===== src/rtl/reg_bank_pkg.sv =====
// Shared definitions for the parametrised register bank: write-op encodings and op width.
package reg_bank_pkg;

    localparam int OP_W = 2;

    typedef enum logic [OP_W-1:0] {
        OP_LOAD    = 2'b00,
        OP_ADD_SAT = 2'b01,
        OP_SUB_SAT = 2'b10,
        OP_CLEAR   = 2'b11
    } wr_op_e;

endpackage


===== src/rtl/reg_cell.sv =====
// One bank entry: WIDTH-bit register with synchronous reset, load enable and next-value input.
module reg_cell #(
    parameter int WIDTH = 8
) (
    input  logic             clk,
    input  logic             reset,
    input  logic             load,
    input  logic [WIDTH-1:0] d,
    output logic [WIDTH-1:0] q
);

    // NOTE: non-blocking assignment so every flop samples values from before the edge.
    always_ff @(posedge clk) begin
        if (reset) begin
            q <= '0;
        end else if (load) begin
            q <= d;
        end
    end

endmodule


===== src/rtl/param_reg_bank.sv =====
// DEPTH x WIDTH register bank with load / saturating add / saturating subtract / clear ops,
// registered read-first port and status flags. Define REG_BANK_SHADOW_EN for snap/restore.
module param_reg_bank
    import reg_bank_pkg::*;
#(
    parameter  int WIDTH  = 8,
    parameter  int DEPTH  = 4,
    localparam int ADDR_W = $clog2(DEPTH)
) (
    input  logic              clk,
    input  logic              reset,
    input  logic              wr_en,
    input  logic [OP_W-1:0]   wr_op,
    input  logic [ADDR_W-1:0] wr_addr,
    input  logic [WIDTH-1:0]  wr_data,
    input  logic [ADDR_W-1:0] rd_addr,
`ifdef REG_BANK_SHADOW_EN
    input  logic              snap,
    input  logic              restore,
`endif
    output logic [WIDTH-1:0]  rd_data,
    output logic [DEPTH-1:0]  valid,
    output logic              sat,
    output logic              addr_err
);

    logic [WIDTH-1:0] live_q [DEPTH];
    logic [DEPTH-1:0] hit_vec;
    logic             wr_in_range;
    logic             rd_in_range;
    logic             wr_fire;
    logic             do_restore;
    logic [WIDTH-1:0] cur_val;
    logic [WIDTH-1:0] rd_val;
    logic [WIDTH-1:0] new_val;
    logic [WIDTH:0]   sum;
    logic             new_sat;
    logic             new_valid;

    // Address checks only exist when DEPTH leaves unused codes in the address space.
    if ((2 ** ADDR_W) == DEPTH) begin : g_pow2
        assign wr_in_range = 1'b1;
        assign rd_in_range = 1'b1;
    end else begin : g_npow2
        localparam logic [ADDR_W:0] DEPTH_W = (ADDR_W + 1)'(DEPTH);
        assign wr_in_range = {1'b0, wr_addr} < DEPTH_W;
        assign rd_in_range = {1'b0, rd_addr} < DEPTH_W;
    end

`ifdef REG_BANK_SHADOW_EN
    logic [WIDTH-1:0] shadow_q [DEPTH];
    logic [DEPTH-1:0] shadow_valid;
    logic             do_snap;

    assign do_restore = restore;
    assign do_snap    = snap && !restore;
`else
    assign do_restore = 1'b0;
`endif

    // A restore owns the live entries for this cycle, so any write is dropped.
    assign wr_fire = wr_en && wr_in_range && !do_restore;

    always_comb begin
        cur_val = '0;
        rd_val  = '0;
        for (int i = 0; i < DEPTH; i++) begin
            if (wr_addr == ADDR_W'(i)) cur_val = live_q[i];
            if (rd_in_range && (rd_addr == ADDR_W'(i))) rd_val = live_q[i];
        end
    end

    // NOTE: every output gets a default before the case so no path infers a latch.
    always_comb begin
        sum       = {1'b0, cur_val} + {1'b0, wr_data};
        new_val   = cur_val;
        new_sat   = 1'b0;
        new_valid = 1'b1;
        case (wr_op_e'(wr_op))
            OP_LOAD: new_val = wr_data;
            OP_ADD_SAT: begin
                new_val = sum[WIDTH] ? '1 : sum[WIDTH-1:0];
                new_sat = sum[WIDTH];
            end
            OP_SUB_SAT: begin
                new_sat = wr_data > cur_val;
                new_val = new_sat ? '0 : cur_val - wr_data;
            end
            OP_CLEAR: begin
                new_val   = '0;
                new_valid = 1'b0;
            end
            default: new_val = cur_val;
        endcase
    end

    // NOTE: entries are discrete flops rather than a RAM, so the whole bank resets in one edge.
    for (genvar i = 0; i < DEPTH; i++) begin : g_entry
        logic             load;
        logic [WIDTH-1:0] d;

        assign hit_vec[i] = wr_fire && (wr_addr == ADDR_W'(i));

`ifdef REG_BANK_SHADOW_EN
        assign load = hit_vec[i] || do_restore;
        assign d    = do_restore ? shadow_q[i] : new_val;

        reg_cell #(.WIDTH(WIDTH)) u_shadow (
            .clk   (clk),
            .reset (reset),
            .load  (do_snap),
            .d     (live_q[i]),
            .q     (shadow_q[i])
        );
`else
        assign load = hit_vec[i];
        assign d    = new_val;
`endif

        reg_cell #(.WIDTH(WIDTH)) u_live (
            .clk   (clk),
            .reset (reset),
            .load  (load),
            .d     (d),
            .q     (live_q[i])
        );
    end

    always_ff @(posedge clk) begin
        if (reset) begin
            rd_data  <= '0;
            valid    <= '0;
            sat      <= 1'b0;
            addr_err <= 1'b0;
        end else begin
            rd_data  <= rd_val;
            addr_err <= wr_en && !wr_in_range;
            if (wr_fire && new_sat) sat <= 1'b1;
`ifdef REG_BANK_SHADOW_EN
            if (do_restore) valid <= shadow_valid;
            else            valid <= (valid & ~hit_vec) | (hit_vec & {DEPTH{new_valid}});
`else
            valid <= (valid & ~hit_vec) | (hit_vec & {DEPTH{new_valid}});
`endif
        end
    end

`ifdef REG_BANK_SHADOW_EN
    always_ff @(posedge clk) begin
        if (reset) begin
            shadow_valid <= '0;
        end else if (do_snap) begin
            shadow_valid <= valid;
        end
    end
`endif

endmodule


===== config.mk =====
export PLATFORM = sky130hd
export DESIGN_NAME = param_reg_bank
export DESIGN_NICKNAME = d
export VERILOG_FILES = /design/src/rtl/reg_bank_pkg.sv /design/src/rtl/reg_cell.sv /design/src/rtl/param_reg_bank.sv
export SDC_FILE = /design/constraint.sdc
export NUM_CORES = 1
export LEC_CHECK = 0
export BUFFER_PORTS_ARGS = -buffer_cell sky130_fd_sc_hd__buf_2
export CORE_MARGIN = 5
export CORE_UTILIZATION = 60
export DETAILED_ROUTE_END_ITERATION = 10
export MAX_ROUTING_LAYER = met4
export PLACE_DENSITY = 0.85
export RECOVER_POWER = 50
export REMOVE_ABC_BUFFERS = 1
export SLEW_MARGIN = 20
export SYNTH_ARGS = -nofsm -noshare
export SYNTH_HDL_FRONTEND = slang
export SYNTH_SLANG_ARGS = --single-unit

===== constraint.sdc =====
create_clock -name clk -period 3.7 [get_ports clk]
set_clock_uncertainty 0.05 [all_clocks]
set_input_delay 0.185 -clock clk [delete_from_list [all_inputs] [get_ports clk]]
set_output_delay 0.185 -clock clk [all_outputs]
set_load 0.01 [all_outputs]

### Word-level counts from Yosys, hierarchy flattened

Index checks and enable logic that the tools add are counted.

* add/sub/neg operators: 2
* magnitude comparators: 1
* eq/ne operators: 9
* multiplexer cells: 13
* bitwise operators: 4
* reductions and logical operators: 8

Operators by type and width (count)
* 2-to-1 mux 8 bit: 10
* one-hot mux 8 bit (4 select lines): 1
* equality test 2 bit, second input constant: 6
* adder 8 x 8 -> 9 bit: 1
* bitwise AND 4 bit: 2
* > comparator 8 bit: 1
* subtractor 8 bit: 1
* equality test 2 x 1 -> 1 bit, second input constant: 3
* logical NOT 2 bit: 3
* logical AND 1 bit: 5
* inverter 4 bit: 1
* bitwise OR 4 bit: 1
* one-hot mux 1 bit (2 select lines): 1
* 2-to-1 mux 1 bit: 1

* register bits after elaboration: 45
* bits of input ports: 17
* output and inout port bits: 14
* logic and storage cells: 44

### Depth between registers and ports, before layout

Gate-level depths: netlist of the first run.

* depth after elaboration: 8
* gate-level depth with buffers: 12

### Hierarchy

Synthesis of the first run repeated with hierarchy kept, for this count alone.

* cells, all modules: 300
* area, all modules: 2879.0 µm²

By module, submodules not included
* param_reg_bank: instances 1, cells an instance 196, area an instance 1737.9 µm², sequential area each 260.2 µm²
* reg_cell: instances 4, cells an instance 26, area an instance 285.3 µm², sequential area each 160.2 µm²

### Least setup slack after synthesis of the first run

OpenSTA, ideal clock, no wires.

* kind: input port to flip-flop
* start: input wr_addr[1]
* end: register g_entry[0].u_live.q[3]
* arrival: 3.126 ns
* slack: 0.396 ns
* stages: 11
* path buffers: 3
* cells stage by stage: clkbuf_1 > clkbuf_1 > mux4_2 > ha_1 > buf_6 > nor2_1 > a221o_1 > o311ai_4 > nand2_4 > o32ai_4 > o31ai_1

* word-level cells in the longest chain between the ends: 8

RTL lines
* start, declared: line param_reg_bank.sv:14 `input logic [ADDR_W-1:0] wr_addr,`
* logical NOT 2 bit: line param_reg_bank.sv:68, param_reg_bank.sv:102
* 2-to-1 mux 8 bit (4 in series): line param_reg_bank.sv:68 `if (wr_addr == ADDR_W'(i)) cur_val = live_q[i];`
* subtractor 8 bit, or another cell as far along: line param_reg_bank.sv:87 `new_val = new_sat ? '0 : cur_val - wr_data;`
* 2-to-1 mux 8 bit, on equally long branches: line param_reg_bank.sv:87, param_reg_bank.sv:82
* one-hot mux 8 bit (4 select lines): line param_reg_bank.sv:79 `case (wr_op_e'(wr_op))`
* end signal, assigned: line reg_cell.sv:15 `q <= '0;`
* end signal, assigned: line reg_cell.sv:17 `q <= d;`
* end, declared: line reg_cell.sv:9 `output logic [WIDTH-1:0] q`

Parallel ways exist; a longest one is shown, timed or not.
A chain may end at the register's enable or synchronous reset.

### Final worst setup path of the first run

* start: input wr_addr[1]
* end: register g_entry[3].u_live.q[2]

* word-level cells in the longest chain between the ends: 8

RTL lines (line)
* logical NOT 2 bit: param_reg_bank.sv:68
* 2-to-1 mux 8 bit (4 in series): param_reg_bank.sv:68
* subtractor 8 bit, or another cell as far along: param_reg_bank.sv:87
* 2-to-1 mux 8 bit, on equally long branches: param_reg_bank.sv:87, param_reg_bank.sv:82
* one-hot mux 8 bit (4 select lines): param_reg_bank.sv:79
* end signal, assigned: reg_cell.sv:15
* end signal, assigned: reg_cell.sv:17
* end, declared: reg_cell.sv:9

Parallel ways exist; a longest one is shown, timed or not.

==> results_tabular.tex, run 1 <==
\begin{tabular}{lr}
\hline
Metric & Value \\
\hline
\multicolumn{2}{l}{\textbf{Critical path}} \\
Highest net fanout along the worst path & 17 \\
Critical path launch point type & input pin \\
Signal arrival time at the worst endpoint & 3.36 ns \\
Startpoint-to-endpoint class of the critical path & input pin to flop \\
Required time worst endpoint & 3.81 ns \\
Critical Path End Type & flop \\
\multicolumn{2}{l}{\textbf{Route}} \\
Number of vias after detailed routing & 2723 \\
Post-DRT Antenna Nets & 0 \\
Routed wl met3 & 579 um \\
Iteration count of the initial detailed-routing pass & 4 \\
Met1 wire length & 3170 um \\
Met2 routed WL & 3690 um \\
Number of DRC violations after detailed routing & 0 \\
Total Routed Length & 7590 um \\
Highest routed layer & met4 \\
Routed WL per cell & 17.8 um \\
Drt first-iter violations & 226 \\
Vias per std cell & 6.38 \\
\multicolumn{2}{l}{\textbf{Outcome}} \\
Result of the run & completed \\
\multicolumn{2}{l}{\textbf{Floorplan}} \\
Number of ports placed on the die boundary & 31 \\
Core outline area & 0.00511 sq mm \\
Die boundary height & 82.3 um \\
Starting Density & 61.4\% \\
Standard-cell rows & 26 \\
Horizontal die dimension & 82.3 um \\
Die Outline Area & 0.00677 sq mm \\
\multicolumn{2}{l}{\textbf{Pwr}} \\
Pwr per Cell Area & 323 mW/mm\^{}2 \\
Final Total Pwr & 0.00108 W \\
Total leakage power & 1.28 nW \\
Maximum VDD drop & 0.292 mV \\
\multicolumn{2}{l}{\textbf{Yosys}} \\
Share of cell area taken by muxes after synthesis & 12.8\% \\
Synth top area cells & sky130\_fd\_sc\_hd\_\_dfxtp\_1 29\%, sky130\_fd\_sc\_hd\_\_mux4\_2 11\%, sky130\_fd\_sc\_hd\_\_ha\_1 7.6\% \\
Synth Area in XOR/XNOR & 0.838\% \\
Simple-gate area share of the yosys netlist & 19.4\% \\
Area fraction in compound gates after synthesis & 23.3\% \\
Sequential element share of the synthesized area & 28.7\% \\
Dominant combinational cell family by area after synthesis & compound AO/OA/AOI/OAI gates \\
Share of synthesized registers carrying an async set or reset & 0\% \\
Most used DFF post-synth & sky130\_fd\_sc\_hd\_\_dfxtp\_1 \\
Netlist area before placement & 0.00314 sq mm \\
Number of distinct library cells after synthesis & 58 \\
Post-Synth Adder-Cell Area & 8.86\% \\
Post-synthesis cell count & 343 \\
Number of enable-type register cells in the synthesized netlist & 0 \\
Count of synthesis-stage warnings from yosys & 0 \\
Area fraction of the dominant cell type after synthesis & 28.7\% \\
Post-synthesis register bit count & 45 \\
Post-synthesis cell type with the largest combined area & sky130\_fd\_sc\_hd\_\_dfxtp\_1 \\
Mean instance size in the synthesized netlist & 9.14 sq um \\
\multicolumn{2}{l}{\textbf{Clocking}} \\
Root Driver & sky130\_fd\_sc\_hd\_\_clkbuf\_8 \\
Clock-pin slew reported for the worst setup and hold paths after clock tree synthesis & 0.08 ns \\
Level count of the clock H-tree & 2 \\
Clock sinks & 45 \\
Clock tree from TritonCTS & yes \\
Total clock buffers created by CTS & 5 \\
Largest buffer count on any clock path & 2 \\
Number of buffers added for setup after CTS & 0 \\
Post-cts sizing count & 0 \\
Hold\_buf cts & 0 \\
Clock insertion delay at the later pin of the skew report & 0.29 ns \\
\multicolumn{2}{l}{\textbf{Timing}} \\
Setup repair after global routing missed its margin & false \\
Setup tns final & 0 ns \\
Period minus WS final & 3.25 ns \\
Max-slew violation count & 0 \\
Setup Viol. Count Final & 0 \\
Ratio of final minimum period to clock period & 87.9\% \\
Transition time of the tightest slew-check pin & 0.925 ns \\
Tightest hold margin & 0.231 ns \\
Max Clock Freq & 308 MHz \\
Worst-case headroom to the max-slew limit & 38.2\% \\
Final Hold Violating Endpoints & 0 \\
\multicolumn{2}{l}{\textbf{Cells and area}} \\
Flip-flop and latch area & 901 sq um \\
Multi-input gate area in the final layout & 0.00204 sq mm \\
End-of-flow core utilization & 65.3\% \\
Total Nets Final & 395 \\
Diode insertion count for antenna repair & 0 \\
Final-layout fill cell count & 449 \\
Most frequent standard cell in the layout excluding fill and tap cells & sky130\_fd\_sc\_hd\_\_dfxtp\_1 \\
P\&R area growth vs syn & 6.34\% \\
Ratio of cells with drive above 1 in the final layout & 15.4\% \\
Highest-count cells in the layout ignoring fill and taps & 45 x sky130\_fd\_sc\_hd\_\_dfxtp\_1, 36 x sky130\_fd\_sc\_hd\_\_o21ai\_0, 24 x sky130\_fd\_sc\_hd\_\_nor2\_1, 24 x sky130\_fd\_sc\_hd\_\_nand3b\_1, 22 x sky130\_fd\_sc\_hd\_\_inv\_1 \\
\multicolumn{2}{l}{\textbf{Global route}} \\
Antenna violations before repair & 0 \\
Wire length of the first global-routing pass & 12800 um \\
Tot GR Track Use & 25.0\% \\
Maximum number of pins on one net before global-route repair & 56 \\
Number of global-route vias before repair & 2692 \\
Remaining Overflow, GRT & 0 \\
\multicolumn{2}{l}{\textbf{Placement}} \\
PortBufs & 29 \\
Detailed Place HPWL & 5480 um \\
Routability-driven placement congestion ratio & 0.917 \\
\multicolumn{2}{l}{\textbf{Min path}} \\
Kind of path behind the tightest hold check & input pin to flop \\
\multicolumn{2}{l}{\textbf{Run}} \\
Max-cap check violation count & 0 \\
\hline
\end{tabular}
==> stage by stage <==
step,instance area [sq um],setup slack [ns],cells
global route,3330,0.250,427
finish,3330,0.449,427
CTS,3360,0.570,427
detailed placement,3270,0.282,420
floorplan,3030,0.927,320
global placement,3270,0.360,420
==> kinds of logic after synthesis <==
| group | count (synthesis) |
|---|---|
| AOI/OAI and AO/OA | 102 |
| buffers and inverters | 45 |
| DFF | 45 |
| and+or+nand+nor | 105 |
| muxes | 21 |
| xor gates and xnor gates | 3 |
| adders and majority gates | 21 |
| other | 1 |
==> registers in the layout, indices dropped and copies added, names as in the netlist, named ones only <==
name	flops
rd_data	8
sat	1
g_entry.u_live.q	32
==> cell usage after synthesis, drive strengths merged, types with 2 or more instances <==
master and n:
a21o 4, clkbuf 18, a21oi 13, o22ai 2
mux2 3, nor3b 2, mux2i 3, ha 19
nand2b 5, o21a 3, o311ai 2, inv 22
a221o 2, and3 6, a31oi 8, nor3 3
buf 5, o31ai 6, a211o 2, o211ai 2
nand3b 24, nor2b 12, o21ai 36, or2 2
a211oi 11, nand2 18, mux4 15, nand3 3
dfxtp 45, or3 2, nor2 24, fa 2
xnor2 3
==> worst max-delay path, cell delays in order <==
cell and delay [ns]:
sky130_fd_sc_hd__buf_2 0.34, sky130_fd_sc_hd__mux4_2 0.59, sky130_fd_sc_hd__ha_1 0.53, sky130_fd_sc_hd__inv_1 0.12, sky130_fd_sc_hd__a221o_1 0.40, sky130_fd_sc_hd__o311ai_4 0.34
sky130_fd_sc_hd__nand2_1 0.26, sky130_fd_sc_hd__o31ai_2 0.44, sky130_fd_sc_hd__o21ai_0 0.15
==> layer usage <==
layer,vias to the layer above,GRT usage (%)
met5,-,-
met2,103,39.9
li1,1283,-
met4,0,7.81
met3,19,5.64
met1,1318,31.6
==> final timing paths <==
path / from / end / slack [ns] / depth (start not counted)
setup / recovery: wr_addr[1] / g_entry[3].u_live.q[2] / 0.45 / 9
hold / removal: wr_en / sat / 0.23 / 3
setup reg to reg: g_entry[3].u_live.q[5] / g_entry[3].u_live.q[2] / 0.45 / 8
hold reg to reg: sat / sat / 0.46 / 2
==> power by group <==
part	total (W)	switching [W]	leakage, nW	internal [W]
Clock	0.000303	0.000154	0.0443	0.000148
Sequential	0.000516	0.0000118	0.366	0.000504
Combinational	0.000257	0.000155	0.872	0.000103
==> area by class of cell <==
type	count	area share (%)
multi-input combinational	253	61.2
clock buffer	7	2.59
tap	70	2.63
inverter	22	2.48
sequential	45	27.0
timing repair buffer	30	4.09
(Power assumes the default switching activity.)
==> inputs of run 2 (changes only) <==
REMOVE_ABC_BUFFERS = not set   (was 1)
==> run 2 against run 1 <==
  * Sequential share of layout area decreased by 0.26 points
  * Highest routed layer unchanged
  * Largest power group unchanged
  * Sequential cell count unchanged
  * Sequential power about the same
  * Die area unchanged
  * Clock-buffer cell count decreased by 1
  * Combinational power about the same
  * Design area increased by 0.98%
  * First-iteration DRC count decreased by 6.6%
  * Register-to-register slack improved by 0.07 ns
  * Maximum frequency decreased by 2.8%
  * Clock power increased by 30%
  * Routed wire length increased by 3.1%
==> results_tabular.tex, run 2 (synthesized netlist as in run 1, its figures left out) <==
\begin{tabular}{lr}
\hline
Metric & Value \\
\hline
\multicolumn{2}{l}{\textbf{Outcome}} \\
Result of the run & completed (unchanged) \\
\multicolumn{2}{l}{\textbf{Global route}} \\
Met2 track demand over resource in global routing & 38.1\% (was 39.9\%) \\
Most used routing layer in global routing & met2 (unchanged) \\
Met3 track demand over resource in global routing & 4.56\% (was 5.64\%) \\
Number of global-route vias before repair & 2593 (was 2692) \\
Tot GR Track Use & 25.7\% (was 25.0\%) \\
Antenna violations before repair & 0 (unchanged) \\
Wire length of the first global-routing pass & 12800 um (about the same) \\
Maximum number of pins on one net before global-route repair & 56 (unchanged) \\
Remaining Overflow, GRT & 0 (unchanged) \\
GR Layer Usage met1 & 34.4\% (was 31.6\%) \\
\multicolumn{2}{l}{\textbf{Cells and area}} \\
P\&R area growth vs syn & 7.38\% (was 6.34\%) \\
Layout Cell Area excl Fill & 0.00337 sq mm (was 0.00333 sq mm) \\
Diode insertion count for antenna repair & 0 (unchanged) \\
Largest registers ranked by flip-flop count & g\_entry.u\_live.q x32, rd\_data x8, sat x1 (unchanged) \\
Total Nets Final & 394 (was 395) \\
Ratio of cells with drive above 1 in the final layout & 14.8\% (was 15.4\%) \\
Register with the most flip-flops & g\_entry.u\_live.q (unchanged) \\
Max FFs per register & 32 (unchanged) \\
Most frequent standard cell in the layout excluding fill and tap cells & sky130\_fd\_sc\_hd\_\_dfxtp\_1 (unchanged) \\
Highest-count cells in the layout ignoring fill and taps & 45 x sky130\_fd\_sc\_hd\_\_dfxtp\_1, 36 x sky130\_fd\_sc\_hd\_\_o21ai\_0, 24 x sky130\_fd\_sc\_hd\_\_nor2\_1, 24 x sky130\_fd\_sc\_hd\_\_nand3b\_1, 22 x sky130\_fd\_sc\_hd\_\_inv\_1 (unchanged) \\
End-of-flow core utilization & 65.9\% (was 65.3\%) \\
\multicolumn{2}{l}{\textbf{Timing}} \\
Period minus WS final & 3.34 ns (was 3.25 ns) \\
Transition time of the tightest slew-check pin & 1.03 ns (was 0.925 ns) \\
Max Clock Freq & 299 MHz (was 308 MHz) \\
Setup Viol. Count Final & 0 (unchanged) \\
Max-slew violation count & 0 (unchanged) \\
Tightest hold margin & 0.196 ns (was 0.231 ns) \\
Ratio of final minimum period to clock period & 90.4\% (was 87.9\%) \\
Setup repair after global routing missed its margin & false (unchanged) \\
Final Hold Violating Endpoints & 0 (unchanged) \\
Setup tns final & 0 ns (unchanged) \\
Worst-case headroom to the max-slew limit & 31.2\% (was 38.2\%) \\
\multicolumn{2}{l}{\textbf{Floorplan}} \\
Standard-cell rows & 26 (unchanged) \\
Die boundary height & 82.3 um (unchanged) \\
Die Outline Area & 0.00677 sq mm (unchanged) \\
Core outline area & 0.00511 sq mm (unchanged) \\
Horizontal die dimension & 82.3 um (unchanged) \\
Starting Density & 61.4\% (unchanged) \\
Number of ports placed on the die boundary & 31 (unchanged) \\
\multicolumn{2}{l}{\textbf{Critical path}} \\
Critical path launch point type & input pin (unchanged) \\
Highest net fanout along the worst path & 16 (was 17) \\
Critical-path cell with the highest stage delay & sky130\_fd\_sc\_hd\_\_clkbuf\_1 (was sky130\_fd\_sc\_hd\_\_mux4\_2) \\
Startpoint-to-endpoint class of the critical path & input pin to flop (unchanged) \\
Signal arrival time at the worst endpoint & 3.47 ns (was 3.36 ns) \\
Worst path cell trace & clkbuf\_1 > mux2\_1 > mux2\_2 > ha\_1 > inv\_1 > fa\_1 > o21ba\_1 > nor4\_4 > o311ai\_4 > nand2\_4 > o31ai\_2 > o21ai\_0 (was buf\_2 > mux4\_2 > ha\_1 > inv\_1 > a221o\_1 > o311ai\_4 > nand2\_1 > o31ai\_2 > o21ai\_0) \\
Slowest stage delay, CP & 0.62 ns (was 0.59 ns) \\
Critical Path End Type & flop (unchanged) \\
Required time worst endpoint & 3.82 ns (was 3.81 ns) \\
\multicolumn{2}{l}{\textbf{Pwr}} \\
Part of the total power dissipated in the clock network & 33.7\% (was 28.1\%) \\
Total leakage power & 1.29 nW (was 1.28 nW) \\
Net switching share of the total power & 29.4\% (was 29.8\%) \\
Pwr per Cell Area & 348 mW/mm\^{}2 (was 323 mW/mm\^{}2) \\
Register share of total power & 44.2\% (was 48.0\%) \\
Proportion of power drawn by combinational gates & 22.1\% (was 23.9\%) \\
Final Total Pwr & 0.00117 W (was 0.00108 W) \\
Cell-internal power & 0.000826 W (was 0.000755 W) \\
Maximum VDD drop & 0.272 mV (was 0.292 mV) \\
Switching power total & 0.000344 W (was 0.000321 W) \\
\multicolumn{2}{l}{\textbf{Route}} \\
Number of DRC violations after detailed routing & 0 (unchanged) \\
Post-DRT Antenna Nets & 0 (unchanged) \\
Vias per std cell & 6.45 (was 6.38) \\
Routed WL per cell & 18.3 um (was 17.8 um) \\
Number of vias after detailed routing & 2755 (was 2723) \\
Drt first-iter violations & 211 (was 226) \\
Iteration count of the initial detailed-routing pass & 5 (was 4) \\
Total Routed Length & 7830 um (was 7590 um) \\
\multicolumn{2}{l}{\textbf{Yosys}} \\
Post-synth net total & 381 \\
\multicolumn{2}{l}{\textbf{Placement}} \\
PortBufs & 29 (unchanged) \\
Cell area after placement & 0.00326 sq mm (was 0.00327 sq mm) \\
Routability-driven placement congestion ratio & 1.06 (was 0.917) \\
Detailed Place HPWL & 5630 um (was 5480 um) \\
\multicolumn{2}{l}{\textbf{Clocking}} \\
Level count of the clock H-tree & 2 (unchanged) \\
Root Driver & sky130\_fd\_sc\_hd\_\_clkbuf\_8 (unchanged) \\
Clock insertion delay at the later pin of the skew report & 0.31 ns (was 0.29 ns) \\
Number of buffers added for setup after CTS & 0 (unchanged) \\
Largest buffer count on any clock path & 2 (unchanged) \\
Clock tree from TritonCTS & yes (unchanged) \\
Post-cts sizing count & 0 (unchanged) \\
Total clock buffers created by CTS & 5 (unchanged) \\
Clock sinks & 45 (unchanged) \\
Clock-pin slew reported for the worst setup and hold paths after clock tree synthesis & 0.09 ns (was 0.08 ns) \\
Hold\_buf cts & 0 (unchanged) \\
\multicolumn{2}{l}{\textbf{Min path}} \\
Kind of path behind the tightest hold check & input pin to flop (unchanged) \\
\multicolumn{2}{l}{\textbf{Run}} \\
Max-cap check violation count & 0 (unchanged) \\
\hline
\end{tabular}
-- run 2: changes by cell type in the layout (fill, tap and decap cells not counted), sizes merged --
cell / before / now
buf: 17 / 15
clkinvlp: 0 / 1
bufinv: 0 / 1
-- run 2: metal layers --
metal / routed length [um] / up-vias
li1: - / 1285
met1: 3500 / 1319
met2: 3590 / 122
met3: 464 / 29
met4: 270 / 0
met5: 0 / -
-- run 2: power groups by stage --
stage                     Clock, W  Sequential, W  Combinational [W]
final                     0.000395       0.000517           0.000258
after global routing      0.000420       0.000519           0.000282
after CTS                 0.000398       0.000517           0.000255
after detailed placement         0       0.000528           0.000254
after global placement           0       0.000527           0.000248
after floorplan                  0       0.000527           0.000194
-- run 2: through the flow --
step	std cells	worst slack [ns]
6_report	427	0.355
5_1_grt	427	0.124
4_1_cts	427	0.543
3_5_place_dp	419	0.253
3_3_place_gp	419	0.380
2_1_floorplan	343	0.396
-- run 2: critical path, delay by kind of cell --
kind	cells	cell delay, ns
simple gates	2	0.20
buf+inv	2	0.71
fa+ha+maj	2	0.48
compound gates	4	1.16
mux	2	0.72
-- run 2: worst paths after layout --
check	startpoint	end	slack (ns)	cells past startpoint
worst max-delay path	wr_addr[0]	g_entry[3].u_live.q[2]	0.36	12
worst min-delay path	wr_en	sat	0.20	3
worst max register to register	g_entry[3].u_live.q[4]	g_entry[3].u_live.q[2]	0.52	8
worst min register to register	sat	sat	0.46	2
-- run 2: area by class of cell --
class,count,area [sq um]
clock buffers,6,82.6
flip-flops and latches,45,901
repair buffers,29,128
multi-input cells,253,2050
inverters,22,82.6
clock inverters,2,37.5
fillers,440,1740
well taps,70,87.6
==> inputs of run 3 (changes only) <==
CELL_PAD_IN_SITES_DETAIL_PLACEMENT = 2   (was not set)
CELL_PAD_IN_SITES_GLOBAL_PLACEMENT = 2   (was not set)
CORE_UTILIZATION = 37   (was 60)
PLACE_DENSITY = 0.84   (was 0.85)
==> run 3 against run 2 <==
  * Sequential power barely moved
  * Die area rose by 54%
  * Register-to-register slack lost 0.17 ns
  * Maximum frequency shrank 0.35%
  * Critical path type unchanged
  * Largest cell class unchanged
==> results_tabular.tex, run 3 (synthesized netlist as in run 1, its figures left out) <==
\begin{tabular}{lr}
\hline
Metric & Value \\
\hline
\multicolumn{2}{l}{\textbf{Floorplan}} \\
Number of ports placed on the die boundary & 31 (unchanged) \\
Die boundary height & 102 um (was 82.3 um) \\
Core outline area & 0.00822 sq mm (was 0.00511 sq mm) \\
Starting Density & 38.2\% (was 61.4\%) \\
Horizontal die dimension & 102 um (was 82.3 um) \\
Die Outline Area & 0.0104 sq mm (was 0.00677 sq mm) \\
Standard-cell rows & 33 (was 26) \\
\multicolumn{2}{l}{\textbf{Timing}} \\
Setup Viol. Count Final & 0 (unchanged) \\
Final Hold Violating Endpoints & 0 (unchanged) \\
Setup tns final & 0 ns (unchanged) \\
Ratio of final minimum period to clock period & 90.7\% (was 90.4\%) \\
Transition time of the tightest slew-check pin & 1.09 ns (was 1.03 ns) \\
Period minus WS final & 3.36 ns (was 3.34 ns) \\
Setup repair after global routing missed its margin & false (unchanged) \\
Worst-case headroom to the max-slew limit & 27.4\% (was 31.2\%) \\
Tightest hold margin & 0.217 ns (was 0.196 ns) \\
Max Clock Freq & 298 MHz (was 299 MHz) \\
Max-slew violation count & 0 (unchanged) \\
\multicolumn{2}{l}{\textbf{Critical path}} \\
Startpoint-to-endpoint class of the critical path & input pin to flop (unchanged) \\
Signal arrival time at the worst endpoint & 3.48 ns (was 3.47 ns) \\
Worst reg-to-reg setup slack & 0.35 ns (was 0.52 ns) \\
Critical path launch point type & input pin (unchanged) \\
Slowest stage delay, CP & 0.60 ns (was 0.62 ns) \\
Critical-path cell with the highest stage delay & sky130\_fd\_sc\_hd\_\_mux4\_2 (was sky130\_fd\_sc\_hd\_\_clkbuf\_1) \\
Highest net fanout along the worst path & 17 (was 16) \\
Required time worst endpoint & 3.82 ns (about the same) \\
Worst path cell trace & buf\_2 > mux4\_2 > ha\_1 > inv\_1 > a221o\_1 > o311ai\_4 > nand2\_1 > o31ai\_2 > o21ai\_0 (was clkbuf\_1 > mux2\_1 > mux2\_2 > ha\_1 > inv\_1 > fa\_1 > o21ba\_1 > nor4\_4 > o311ai\_4 > nand2\_4 > o31ai\_2 > o21ai\_0) \\
Critical Path End Type & flop (unchanged) \\
\multicolumn{2}{l}{\textbf{Cells and area}} \\
Most frequent standard cell in the layout excluding fill and tap cells & sky130\_fd\_sc\_hd\_\_dfxtp\_1 (unchanged) \\
Ratio of cells with drive above 1 in the final layout & 16.4\% (was 14.8\%) \\
Diode insertion count for antenna repair & 0 (unchanged) \\
Highest-count cells in the layout ignoring fill and taps & 45 x sky130\_fd\_sc\_hd\_\_dfxtp\_1, 36 x sky130\_fd\_sc\_hd\_\_o21ai\_0, 24 x sky130\_fd\_sc\_hd\_\_nor2\_1, 24 x sky130\_fd\_sc\_hd\_\_nand3b\_1, 22 x sky130\_fd\_sc\_hd\_\_inv\_1 (unchanged) \\
Register with the most flip-flops & g\_entry.u\_live.q (unchanged) \\
Multi-input gate area in the final layout & 0.00204 sq mm (was 0.00205 sq mm) \\
Largest registers ranked by flip-flop count & g\_entry.u\_live.q x32, rd\_data x8, sat x1 (unchanged) \\
P\&R area growth vs syn & 8.70\% (was 7.38\%) \\
Max FFs per register & 32 (unchanged) \\
Flip-flop and latch area & 901 sq um (unchanged) \\
Total Nets Final & 397 (was 394) \\
Final-layout fill cell count & 940 (was 440) \\
\multicolumn{2}{l}{\textbf{Pwr}} \\
Part of the total power dissipated in the clock network & 30.2\% (was 33.7\%) \\
Net switching share of the total power & 31.6\% (was 29.4\%) \\
Proportion of power drawn by combinational gates & 24.4\% (was 22.1\%) \\
Switching power total & 0.000360 W (was 0.000344 W) \\
Cell-internal power & 0.000779 W (was 0.000826 W) \\
Total leakage power & 1.30 nW (was 1.29 nW) \\
Register share of total power & 45.4\% (was 44.2\%) \\
Pwr per Cell Area & 334 mW/mm\^{}2 (was 348 mW/mm\^{}2) \\
Maximum VDD drop & 0.226 mV (was 0.272 mV) \\
\multicolumn{2}{l}{\textbf{Clocking}} \\
Level count of the clock H-tree & 2 (unchanged) \\
Total clock buffers created by CTS & 5 (unchanged) \\
Largest buffer count on any clock path & 2 (unchanged) \\
Root Driver & sky130\_fd\_sc\_hd\_\_clkbuf\_8 (unchanged) \\
Clock tree from TritonCTS & yes (unchanged) \\
Post-cts sizing count & 0 (unchanged) \\
Clock sinks & 45 (unchanged) \\
Clock-pin slew reported for the worst setup and hold paths after clock tree synthesis & 0.09 ns (about the same) \\
Clock insertion delay at the later pin of the skew report & 0.30 ns (was 0.31 ns) \\
Hold\_buf cts & 0 (unchanged) \\
Number of buffers added for setup after CTS & 0 (unchanged) \\
\multicolumn{2}{l}{\textbf{Global route}} \\
Number of global-route vias before repair & 3060 (was 2593) \\
Antenna violations before repair & 0 (unchanged) \\
Wire length of the first global-routing pass & 16600 um (was 12800 um) \\
Remaining Overflow, GRT & 0 (unchanged) \\
Maximum number of pins on one net before global-route repair & 56 (unchanged) \\
Tot GR Track Use & 21.4\% (was 25.7\%) \\
\multicolumn{2}{l}{\textbf{Route}} \\
Total Routed Length & 10400 um (was 7830 um) \\
Vias per std cell & 5.90 (was 6.45) \\
Iteration count of the initial detailed-routing pass & 4 (was 5) \\
Number of DRC violations after detailed routing & 0 (unchanged) \\
Routed WL per cell & 22.3 um (was 18.3 um) \\
Drt first-iter violations & 132 (was 211) \\
Post-DRT Antenna Nets & 0 (unchanged) \\
Number of vias after detailed routing & 2743 (was 2755) \\
\multicolumn{2}{l}{\textbf{Placement}} \\
PortBufs & 29 (unchanged) \\
Routability-driven placement congestion ratio & 0.823 (was 1.06) \\
Detailed Place HPWL & 7710 um (was 5630 um) \\
\multicolumn{2}{l}{\textbf{Yosys}} \\
Post-synth net total & 381 (unchanged) \\
\multicolumn{2}{l}{\textbf{Min path}} \\
Kind of path behind the tightest hold check & input pin to flop (unchanged) \\
\multicolumn{2}{l}{\textbf{Run}} \\
Max-cap check violation count & 0 (unchanged) \\
\multicolumn{2}{l}{\textbf{Outcome}} \\
Result of the run & completed (unchanged) \\
\hline
\end{tabular}
## run 3: routing by layer
metal  GRT usage (%)  wire (um)
met1            25.1       4580
met2            38.6       5320
met3            3.14        271
met4            4.54        180
met5               -          0
## run 3: area by class of cell
cell class	count	share of cell area, %
multi-input combinational	253	59.9
inverter	22	2.42
clock buffer	7	2.83
sequential	45	26.4
clock inverter	1	0.147
timing repair buffer	32	4.44
tap	105	3.85
## run 3: metrics by stage
| step | utilization, % | power (W) | instance area (sq um) | setup slack (ns) | cells |
|---|---|---|---|---|---|
| final | 41.5 | 0.00114 | 3410 | 0.344 | 465 |
| after global routing | 41.5 | 0.00120 | 3410 | 0.150 | 465 |
| after CTS | 41.8 | 0.00115 | 3430 | 0.452 | 465 |
| after detailed placement | 40.5 | 0.000806 | 3330 | 0.128 | 457 |
| after global placement | 40.5 | 0.000790 | 3330 | 0.257 | 457 |
| after floorplan | - | 0.000722 | 3140 | 0.396 | 343 |
## run 3: worst max-delay path, delay by kind of cell
kind                       cells  cell delay [ns]
AOI/OAI and AO/OA              4             1.39
adders and majority gates      1             0.54
muxes                          1             0.60
buffers and inverters          2             0.47
and+or+nand+nor                1             0.29
## run 3: worst paths after layout
path / start / depth (start not counted) / endpoint
max: wr_addr[1] / 9 / g_entry[1].u_live.q[2]
min: wr_en / 3 / sat
max reg2reg: g_entry[3].u_live.q[5] / 8 / g_entry[1].u_live.q[2]
min reg2reg: sat / 2 / sat
## run 3: power by group through the flow
stage	Clock, W	Sequential, W	Combinational [W]
finish	0.000344	0.000518	0.000278
global route	0.000373	0.000520	0.000302
CTS	0.000350	0.000518	0.000280
detailed placement	0	0.000529	0.000278
global placement	0	0.000527	0.000263
floorplan	0	0.000527	0.000194
